[src/rtl/sd_pkg.sv]
// Shared definitions for the SD CMD-line response receiver and command transmitter.
package sd_pkg;

   localparam logic [6:0] CRC7_POLY     = 7'h09;  // x^7 + x^3 + 1
   localparam int         SD_FRAME_BITS = 48;
   localparam int         SD_CRC_FIRST  = 40;

   typedef enum logic [1:0] {
      IDLE,
      WAIT,
      SHIFT,
      DONE
   } rx_state_e;

   // One serial CRC7 step: feedback = msb ^ data bit, then shift and fold in the polynomial.
   function automatic logic [6:0] crc7_step(input logic [6:0] crc, input logic b);
      logic fb;
      fb = crc[6] ^ b;
      return {crc[5:0], 1'b0} ^ (fb ? CRC7_POLY : 7'h00);
   endfunction

endpackage

[src/rtl/sd_crc7.sv]
// Serial CRC7 accumulator with synchronous clear (priority) and advance enable.
module sd_crc7
   import sd_pkg::*;
(
   input  logic       clk,
   input  logic       rst,
   input  logic       clr,
   input  logic       en,
   input  logic       bit_in,
   output logic [6:0] crc
);

   logic [6:0] crc_q, crc_d;

   // Next CRC value: clear wins over advance, otherwise hold.
   always_comb begin
      crc_d = crc_q;
      if (clr)
         crc_d = 7'h00;
      else if (en)
         crc_d = crc7_step(crc_q, bit_in);
   end

   // CRC register.
   always_ff @(posedge clk) begin
      if (rst)
         crc_q <= 7'h00;
      else
         crc_q <= crc_d;
   end

   assign crc = crc_q;

endmodule

[src/rtl/sd_resp_rx.sv]
// SD CMD-line response receiver: waits for the start bit (with NCR timeout),
// deserialises a 48-bit frame, checks CRC7 and framing bits.
module sd_resp_rx
   import sd_pkg::*;
#(
   parameter  int TIMEOUT_BITS = 64,
   localparam int CNT_W        = $clog2(TIMEOUT_BITS + 1)
) (
   input  logic        clk,
   input  logic        rst,
   input  logic        sd_bit_en,
   input  logic        cmd_in,
   input  logic        arm,
   input  logic        crc_skip,
   output logic        busy,
   output logic        resp_valid,
   output logic [5:0]  resp_idx,
   output logic [31:0] resp_arg,
   output logic        crc_err,
   output logic        frame_err,
   output logic        timeout
);

   rx_state_e         state_q, state_d;
   logic [CNT_W-1:0]  wait_cnt_q, wait_cnt_d;
   logic [5:0]        bit_cnt_q, bit_cnt_d;
   logic              skip_q, skip_d;
   logic              tx_bad_q, tx_bad_d;
   logic [5:0]        idx_sh_q, idx_sh_d;
   logic [31:0]       arg_sh_q, arg_sh_d;
   logic [6:0]        rx_crc_q, rx_crc_d;
   logic [5:0]        resp_idx_q, resp_idx_d;
   logic [31:0]       resp_arg_q, resp_arg_d;
   logic              crc_err_q, crc_err_d;
   logic              frame_err_q, frame_err_d;
   logic              timeout_q, timeout_d;
   logic              crc_clr, crc_en;
   logic [6:0]        crc_calc;
   logic [CNT_W-1:0]  wait_inc;

   sd_crc7 u_crc (
      .clk    (clk),
      .rst    (rst),
      .clr    (crc_clr),
      .en     (crc_en),
      .bit_in (cmd_in),
      .crc    (crc_calc)
   );

   assign wait_inc = wait_cnt_q + CNT_W'(1);

   // Next-state logic: frame sequencing, field shifting and result capture.
   always_comb begin
      state_d     = state_q;
      wait_cnt_d  = wait_cnt_q;
      bit_cnt_d   = bit_cnt_q;
      skip_d      = skip_q;
      tx_bad_d    = tx_bad_q;
      idx_sh_d    = idx_sh_q;
      arg_sh_d    = arg_sh_q;
      rx_crc_d    = rx_crc_q;
      resp_idx_d  = resp_idx_q;
      resp_arg_d  = resp_arg_q;
      crc_err_d   = crc_err_q;
      frame_err_d = frame_err_q;
      timeout_d   = 1'b0;
      crc_clr     = 1'b0;
      crc_en      = 1'b0;
      case (state_q)
         IDLE: begin
            // A strobe coinciding with arm is deliberately not sampled.
            if (arm) begin
               state_d    = WAIT;
               skip_d     = crc_skip;
               wait_cnt_d = '0;
               bit_cnt_d  = '0;
               tx_bad_d   = 1'b0;
               crc_clr    = 1'b1;
            end
         end
         WAIT: begin
            if (sd_bit_en) begin
               // Start bit is tested before the limit so the last strobe can still start a frame.
               if (!cmd_in) begin
                  state_d   = SHIFT;
                  bit_cnt_d = 6'd1;
                  crc_en    = 1'b1;
               end else begin
                  wait_cnt_d = wait_inc;
                  if (wait_inc == CNT_W'(TIMEOUT_BITS)) begin
                     state_d   = IDLE;
                     timeout_d = 1'b1;
                  end
               end
            end
         end
         SHIFT: begin
            if (sd_bit_en) begin
               bit_cnt_d = bit_cnt_q + 6'd1;
               crc_en    = (bit_cnt_q < 6'(SD_CRC_FIRST));
               if (bit_cnt_q == 6'd1)
                  tx_bad_d = cmd_in;
               else if (bit_cnt_q < 6'd8)
                  idx_sh_d = {idx_sh_q[4:0], cmd_in};
               else if (bit_cnt_q < 6'(SD_CRC_FIRST))
                  arg_sh_d = {arg_sh_q[30:0], cmd_in};
               else if (bit_cnt_q < 6'(SD_FRAME_BITS - 1))
                  rx_crc_d = {rx_crc_q[5:0], cmd_in};
               else begin
                  // End bit: publish fields and flags together.
                  state_d     = DONE;
                  resp_idx_d  = idx_sh_q;
                  resp_arg_d  = arg_sh_q;
                  crc_err_d   = !skip_q && (crc_calc != rx_crc_q);
                  frame_err_d = tx_bad_q || !cmd_in;
               end
            end
         end
         DONE: state_d = IDLE;
         default: state_d = IDLE;
      endcase
   end

   // State and datapath registers.
   always_ff @(posedge clk) begin
      if (rst) begin
         state_q     <= IDLE;
         wait_cnt_q  <= '0;
         bit_cnt_q   <= '0;
         skip_q      <= 1'b0;
         tx_bad_q    <= 1'b0;
         idx_sh_q    <= '0;
         arg_sh_q    <= '0;
         rx_crc_q    <= '0;
         resp_idx_q  <= '0;
         resp_arg_q  <= '0;
         crc_err_q   <= 1'b0;
         frame_err_q <= 1'b0;
         timeout_q   <= 1'b0;
      end else begin
         state_q     <= state_d;
         wait_cnt_q  <= wait_cnt_d;
         bit_cnt_q   <= bit_cnt_d;
         skip_q      <= skip_d;
         tx_bad_q    <= tx_bad_d;
         idx_sh_q    <= idx_sh_d;
         arg_sh_q    <= arg_sh_d;
         rx_crc_q    <= rx_crc_d;
         resp_idx_q  <= resp_idx_d;
         resp_arg_q  <= resp_arg_d;
         crc_err_q   <= crc_err_d;
         frame_err_q <= frame_err_d;
         timeout_q   <= timeout_d;
      end
   end

   assign busy       = (state_q == WAIT) || (state_q == SHIFT);
   assign resp_valid = (state_q == DONE);
   assign resp_idx   = resp_idx_q;
   assign resp_arg   = resp_arg_q;
   assign crc_err    = resp_valid & crc_err_q;
   assign frame_err  = resp_valid & frame_err_q;
   assign timeout    = timeout_q;

endmodule

[config.mk]
export PLATFORM = sky130hd
export DESIGN_NAME = sd_resp_rx
export DESIGN_NICKNAME = d
export VERILOG_FILES = /design/src/rtl/sd_pkg.sv /design/src/rtl/sd_crc7.sv /design/src/rtl/sd_resp_rx.sv
export SDC_FILE = /design/constraint.sdc
export NUM_CORES = 1
export LEC_CHECK = 0
export ABC_AREA = 1
export CORE_MARGIN = 2
export CORE_UTILIZATION = 55
export DETAILED_ROUTE_END_ITERATION = 7
export MAX_ROUTING_LAYER = met4
export PLACE_DENSITY = 0.87
export SLEW_MARGIN = 20
export SYNTH_ARGS = -nofsm -noshare
export SYNTH_HDL_FRONTEND = slang
export SYNTH_SLANG_ARGS = --single-unit
[constraint.sdc]
create_clock -name clk -period 1.9 [get_ports clk]
set_input_delay 0.38 -clock clk [delete_from_list [all_inputs] [get_ports clk]]
set_output_delay 0.38 -clock clk [all_outputs]
set_load 0.1 [all_outputs]
==> metrics.md <==
| Metric | Value |
|---|---|
| Vias per inst | `5.280` |
| Worst-margin pin slew | `0.4454 ns` |
| First-pass GRT wire length | `15,530 um` |
| LEAKAGE | `2.228 nW` |
| Pin count of the biggest net entering global routing | `56` |
| 1st-pass router iterations | `5` |
| Vias in the first global route | `3,527` |
| Antenna violations before repair | `0` |
| Reg2Reg Depth | `8` |
| Outcome | `finished, final reports clean` |
| Part of the power in registers | `0.490` |
| Worst-case clock buffer depth | `2` |
| H-tree Lvls | `3` |
| Std-Cell Rows | `32` |
| Endpoint class of the critical path | `flip-flop` |
| Final clock skew | `0.01485 ns` |
| Rel. slew slack | `0.7030` |
| Pwr Density | `1018 mW/mm^2` |
| DP Wirelength | `6363 um` |
| CTS tree | `built` |
| Switch share | `0.3427` |
| Unrepaired setup endpoints after global routing | `false` |
| Total number of vias | `3,891` |
| DRT antenna net count | `0` |
| Antenna Cells | `0` |
| WHS Path Cells | `2` |
| CP required | `2.17 ns` |
| Share of post-route cells with drive strength above 1 | `0.1465` |
| Largest fanout on the critical path | `31` |
| Logic pwr share | `0.249` |
| 1st-iter DRT viols | `237` |
| Switch Pwr | `1.789 mW` |
| Tcrit/Tclk final | `0.9384` |
| P&R area growth vs syn | `17.59%` |
| DIE HEIGHT | `93.04 um` |
| CP Class | `reg -> reg` |
| Die area | `0.008656 sq mm` |
| Fin Hold WS | `0.4711 ns` |
| Skew-Pair Late Insertion Delay | `0.37 ns` |
| Grt ovf | `0` |
| Die Width | `93.04 um` |
| Post-Syn Area | `0.004360 sq mm` |
| VDD IR-drop max | `0.0004780 V` |
| Port bufs | `48` |
| Hold Fails Final Rpt | `0` |
| Sequential fraction of the synthesis area | `0.5050` |
| Clk pwr share | `0.261` |
| Cell Int Power | `3.431 mW` |
| Final Max Slew Viols | `0` |
| Core box area | `0.007687 sq mm` |
| Post-Syn Nets | `595` |
| Finish-stage setup viols | `0` |
| HP Class | `reg -> reg` |
| Fin crit period | `1.783 ns` |
| Initial Util | `0.5672` |
| Nature of the critical path startpoint | `flip-flop` |
| Max frequency | `560.8 MHz` |
| CTS Buf Count | `9` |
| CP Data Arrival Time | `2.05 ns` |
| Total track usage | `0.2257` |
| Placer Congestion | `0.8632` |
| Number of clock sinks | `110` |
| Residual DRC | `0` |
| Worst-path clk slew | `0.11 ns` |
| Layout Nets | `643` |
| Gate Count Post-Synth | `582` |
| Max_cap viols | `0` |
| Hold Buf Count CTS | `0` |
| Num ports | `49` |
| FILL cells | `626` |
| Routed len/inst | `12.35 um` |
| Synth Warn # | `0` |
| WL final | `9100 um` |
| Clock Root Buffer | `clkbuf_8` |
| Synth cell types | `28` |
| Mean Syn Cell Area | `7.492 sq um` |
| Util after Layout | `0.6670` |
| Seq cells post-synth | `110` |
-- per-stage QoR --
| step | std cells | instance area [sq um] | setup WS, ns | setup TNS [ns] | power (mW) |
|---|---|---|---|---|---|
| final | 737 | 5127 | 0.1170 | 0 | 5.220 |
| after detailed placement | 720 | 4915 | -0.1004 | -0.7731 | 3.848 |
| after floorplan | 582 | 4383 | 0.04662 | 0 | 3.516 |
| after CTS | 736 | 5114 | 0.01736 | 0 | 5.203 |
| after global routing | 737 | 5127 | 0.005384 | 0 | 5.494 |
| after global placement | 720 | 4915 | -0.04198 | -0.2877 | 3.799 |
-- cells by family (layout without fill, tap and decap cells) --
| kind of cell | Yosys count | count (layout) | share of synthesized area |
|---|---|---|---|
| flip-flops | 110 | 110 | 0.5050 |
| AND/OR/NAND/NOR | 264 | 264 | 0.2419 |
| buffers and inverters | 61 | 114 | 0.06312 |
| AO/OA/AOI/OAI | 131 | 131 | 0.1518 |
| XOR/XNOR | 9 | 9 | 0.01808 |
| adder cells (fa/ha/maj) | 7 | 7 | 0.02009 |
-- what timing repair did --
| action | 4_1_cts | 5_1_grt |
|---|---|---|
| endpoints found under the setup margin | 0 | 59 |
| gates resized for setup | 0 | 6 |
| buffers inserted | 0 | 1 |
-- synth_stat cells --
cell | count | share of area
inv_1 | 31 | 0.027
inv_2 | 4 | 0.0034
buf_6 | 5 | 0.013
clkbuf_2 | 1 | 0.0011
ha_1 | 7 | 0.020
nand4_1 | 4 | 0.0057
nor3_2 | 2 | 0.0046
nor3_1 | 8 | 0.0092
nor2_1 | 115 | 0.099
nand2_2 | 1 | 0.0014
nand3b_1 | 1 | 0.0017
nand3_1 | 12 | 0.014
clkbuf_1 | 16 | 0.014
nand2_1 | 117 | 0.10
nor4_1 | 1 | 0.0014
a21oi_1 | 60 | 0.069
buf_2 | 3 | 0.0034
nor2_2 | 2 | 0.0029
o211ai_1 | 1 | 0.0017
xor2_1 | 6 | 0.012
buf_4 | 1 | 0.0017
xnor2_1 | 3 | 0.0060
o21ai_1 | 1 | 0.0011
dfxtp_1 | 110 | 0.51
a31oi_1 | 1 | 0.0014
and3_1 | 1 | 0.0014
o21ai_0 | 67 | 0.077
o21bai_1 | 1 | 0.0017
-- cell usage in the layout, fill, tap and decap left out --
cell type / n
nand2_1: 117
nor2_1: 115
dfxtp_1: 109
o21ai_0: 66
a21oi_1: 60
buf_4: 52
inv_1: 27
nand3_1: 12
clkbuf_8: 9
nor3_1: 8
inv_2: 6
xor2_1: 6
buf_12: 6
nand4_1: 4
inv_8: 4
clkdlybuf4s50_1: 4
xnor2_1: 3
ha_2: 3
ha_1: 3
clkinvlp_4: 2
o21ai_1: 2
nor2_2: 2
nor3_2: 2
o21bai_1: 1
nand3b_1: 1
o211ai_1: 1
nand2_2: 1
nor4_1: 1
and3_1: 1
a31oi_1: 1
ha_4: 1
clkinv_8: 1
clkinv_4: 1
clkinv_2: 1
buf_2: 1
dfxtp_2: 1
-- sequential cells by signal, indices dropped and copies added, names as in the netlist, named ones only --
name and flops:
crc_err_q 1, state_q 1, wait_cnt_q 7, u_crc.crc 7, resp_arg 32, idx_sh_q 6
rx_crc_q 7, resp_idx 6, skip_q 1, arg_sh_q 32, frame_err_q 1, timeout 1
tx_bad_q 1, bit_cnt_q 6
-- power groups by stage --
stage / logic (mW) / registers, mW / clock network, mW
final: 1.30 / 2.56 / 1.36
after global routing: 1.43 / 2.57 / 1.49
after CTS: 1.26 / 2.55 / 1.39
after detailed placement: 1.25 / 2.60 / 0
after global placement: 1.20 / 2.59 / 0
after floorplan: 0.947 / 2.57 / 0
-- worst max-delay path: stages (launching register included) --
cell and delay, ns:
dfxtp_2 0.36, inv_1 0.15, ha_2 0.29, nand2_1 0.10, nor3_2 0.31, inv_1 0.12, buf_12 0.18, nor2_1 0.12
nor2_1 0.06
-- layer usage --
metal | routed length (um) | GRT usage | up-vias
met5 | 0 | - | -
met4 | 213 | 0.09559 | 0
met3 | 389 | 0.02820 | 20
met2 | 4312 | 0.3665 | 116
met1 | 4185 | 0.2869 | 1790
li1 | - | - | 1965
-- cell type report --
class / count / area, sq um / share of cell area
flip-flops and latches: 110 / 2203 / 0.4297
clock buffers: 9 / 123.9 / 0.02416
clock inverters: 7 / 75.07 / 0.01464
well taps: 102 / 127.6 / 0.02489
repair buffers: 63 / 555.5 / 0.1083
multi-input cells: 411 / 1903 / 0.3712
inverters: 35 / 138.9 / 0.02709
-- path summary, 6_finish.rpt --
kind,slack (ns),startpoint,endpoint
setup / recovery,0.12,state_q[0],arg_sh_q[9]
hold / removal,0.47,resp_arg[16],resp_arg[16]
setup reg to reg,0.12,state_q[0],arg_sh_q[9]
hold reg to reg,0.47,resp_arg[16],resp_arg[16]
No activity file was read; power rests on OpenSTA's default activity.
==> edit: new RTL, same settings <==
The parameter `TIMEOUT_BITS` goes from 64 to 128.
--- a/src/rtl/sd_resp_rx.sv
+++ b/src/rtl/sd_resp_rx.sv
@@ -5,3 +5,3 @@
 #(
-   parameter  int TIMEOUT_BITS = 64,
+   parameter  int TIMEOUT_BITS = 128,
    localparam int CNT_W        = $clog2(TIMEOUT_BITS + 1)
Function: no difference found for any inputs over 4 cycles, from zero or initial values and one cycle with rst high; that may be too few to reach the edited logic, so the function may still have changed.
==> edit against the original RTL <==
  * Synthesized area rose by 3.1%
  * Sequential cell count rose by 1
  * Combinational power shrank 8%
  * Routed wire length is 6.7% higher
  * Global-route usage increased by 0.51 points
  * Critical path depth is 4 lower
  * Total power is 3.8% lower
  * Worst setup slack got worse by 0.030 ns
  * Clock power decreased by 7%
  * Final area rose by 2.3%
  * Largest cell class unchanged
  * Highest routed layer unchanged
==> edit: results (changes against the original RTL) <==
* Worst-Skew Late Latency at 0.36 ns
* Vias in the first global route at 3753 (was 3527)
* Hold depth at 2 (unchanged)
* Final setup fails at 0 (unchanged)
* Top Family by Delay on Critical Path: flip-flops (was simple AND/OR/NAND/NOR gates)
* Ranking of synthesized cells by area: dfxtp_1, nor2_1, o21ai_0 (was dfxtp_1, nand2_1, nor2_1)
* Layout cell share with drive strength beyond 1 at 0.158 (was 0.146)
* Clk buf depth at 2 (unchanged)
* R2R Path End: resp_arg[21] (was arg_sh_q[9])
* Worst path arrival time at 1.43 ns (was 2.05 ns)
* Root Driver: clkbuf_8 (unchanged)
* DRT Pass-1 Iters at 4 (was 5)
* Synth warnings at 0 (unchanged)
* Xor and xnor area share after synthesis at 0.0175 (was 0.0181)
* Fmax at 0.552 GHz (was 0.561 GHz)
* Reg2Reg Depth at 8 (unchanged)
* Synth Area in Compound Gates at 0.153 (was 0.152)
* Pre-CTS WS at -0.00929 ns (was -0.100 ns)
* Largest net degree at the start of global routing at 93 (was 56)
* Final nets at 661 (was 643)
* H-tree Lvls at 3 (unchanged)
* Post-CTS Setup Repair Bufs at 0 (unchanged)
* Final Skew at 0.0116 ns (was 0.0149 ns)
* Reg clk slew, reported paths at 0.10 ns
* Worst hold slack at 0.464 ns (was 0.471 ns)
* 1st-iter DRT viols at 264 (was 237)
* Cell variety after synth at 30 (was 28)
* Worst hold start: tx_bad_q (was resp_arg[16])
* DPL Wire Length at 6500 µm (was 6360 µm)
* Ant. Diodes at 0 (unchanged)
* Crit-path slowest cell: dfxtp_2 (unchanged)
* Commonest cells in the netlist: nor2_1, dfxtp_1, o21ai_0 (was nand2_1, nor2_1, dfxtp_1)
* Gpl congestion at 0.855 (was 0.863)
* Pleak at 2.52 nW (was 2.23 nW)
* Worst Max-Slew Pin Slew at 0.524 ns (was 0.445 ns)
* HP Class: reg2reg (unchanged)
* WHS Endpoint: tx_bad_q (was resp_arg[16])
* Global-route wire length before repair at 16400 µm (was 15500 µm)
* Port Buffers at 48 (unchanged)
* Status: finished clean (unchanged)
* Crit-path max cell delay at 0.40 ns (was 0.36 ns)
* Post-synthesis sequential area ratio at 0.494 (was 0.505)
* CP max FO at 6 (was 31)
* TritonCTS buffer count at 9 (unchanged)
* Ys async rst share at 0 (unchanged)
* Post-Synth Adder-Cell Area at 0.0223 (was 0.0201)
* Post-synthesis mux area share at 0 (unchanged)
* Synth Net Count at 614 (was 595)
* Initial antenna violation count at 0 (unchanged)
* R2r setup slk at 0.20 ns (was 0.12 ns)
* Wirelength, routed at 9710 µm (was 9100 µm)
* Worst vdd ir at 0.435 mV (was 0.478 mV)
* Vias at 3999 (was 3891)
* GRT Resource Usage Total at 0.231 (was 0.226)
* R2r startpoint: bit_cnt_q[0] (was state_q[0])
edit: cell types whose count changed in the layout (fill, tap and decap cells not counted), sizes merged, moves of 2 or more:
cell / change
nand2: -66
nor3: -2
o21ai: +36
nor2: +73
a21oi: -33
buf: -2
nand3: +2
nand4: +3
clkinv: +2
edit: tightest hold or removal path, delay by kind of cell (launching register included):
kind / cells / cell delay (ns)
flops: 1 / 0.32
simple gates: 1 / 0.06
compound gates: 1 / 0.05
edit: cell families (layout without fill, tap and decap cells):
group	after synthesis	after routing
xor gates and xnor gates	9	9
DFF	111	111
buffers and inverters	66	117
AOI/OAI and AO/OA	133	133
adders and majority gates	8	8
and+or+nand+nor	273	273
edit: area by class of cell:
class                      count  area, µm²
clock buffer                   9        124
clock inverter                 6       50.0
fill                         665       2560
inverter                      40        155
multi-input combinational    423       2010
sequential                   111       2220
tap                          102        128
timing repair buffer          62        553
edit: where the power goes:
part           internal [mW]  switching (mW)
logic                  0.405           0.786
registers               2.45           0.113
clock network          0.479           0.792
edit: routing by layer:
layer  GRT usage  wire length [µm]  vias up
met5           -                 0        -
met4      0.0688               184        0
met3      0.0391               401       17
met2       0.388              4770      101
met1       0.286              4360     1858
li1            -                 -     2023
edit: worst max-delay path by stage:
stage / start / depth (start not counted) / end
floorplan: state_q[0] / 3 / crc_err
global placement: sd_bit_en / 9 / bit_cnt_q[3]
detailed placement: sd_bit_en / 10 / bit_cnt_q[3]
CTS: state_q[0] / 3 / busy
global route: wait_cnt_q[1] / 11 / flop
finish: state_q[0] / 4 / frame_err
edit: timing repair:
item / 4_1_cts / 5_1_grt
gates resized for setup: 0 / 3
endpoints found under the setup margin: 0 / 5
hold buffers: 0 / 0
edit: stage by stage:
stage          area (µm²)  cells  TNS [ns]
6_report             5240    753         0
5_1_grt              5240    753         0
4_1_cts              5240    753         0
3_5_place_dp         5060    738  -0.00929
3_3_place_gp         5060    738  -0.00248
2_1_floorplan        4510    600    -0.163
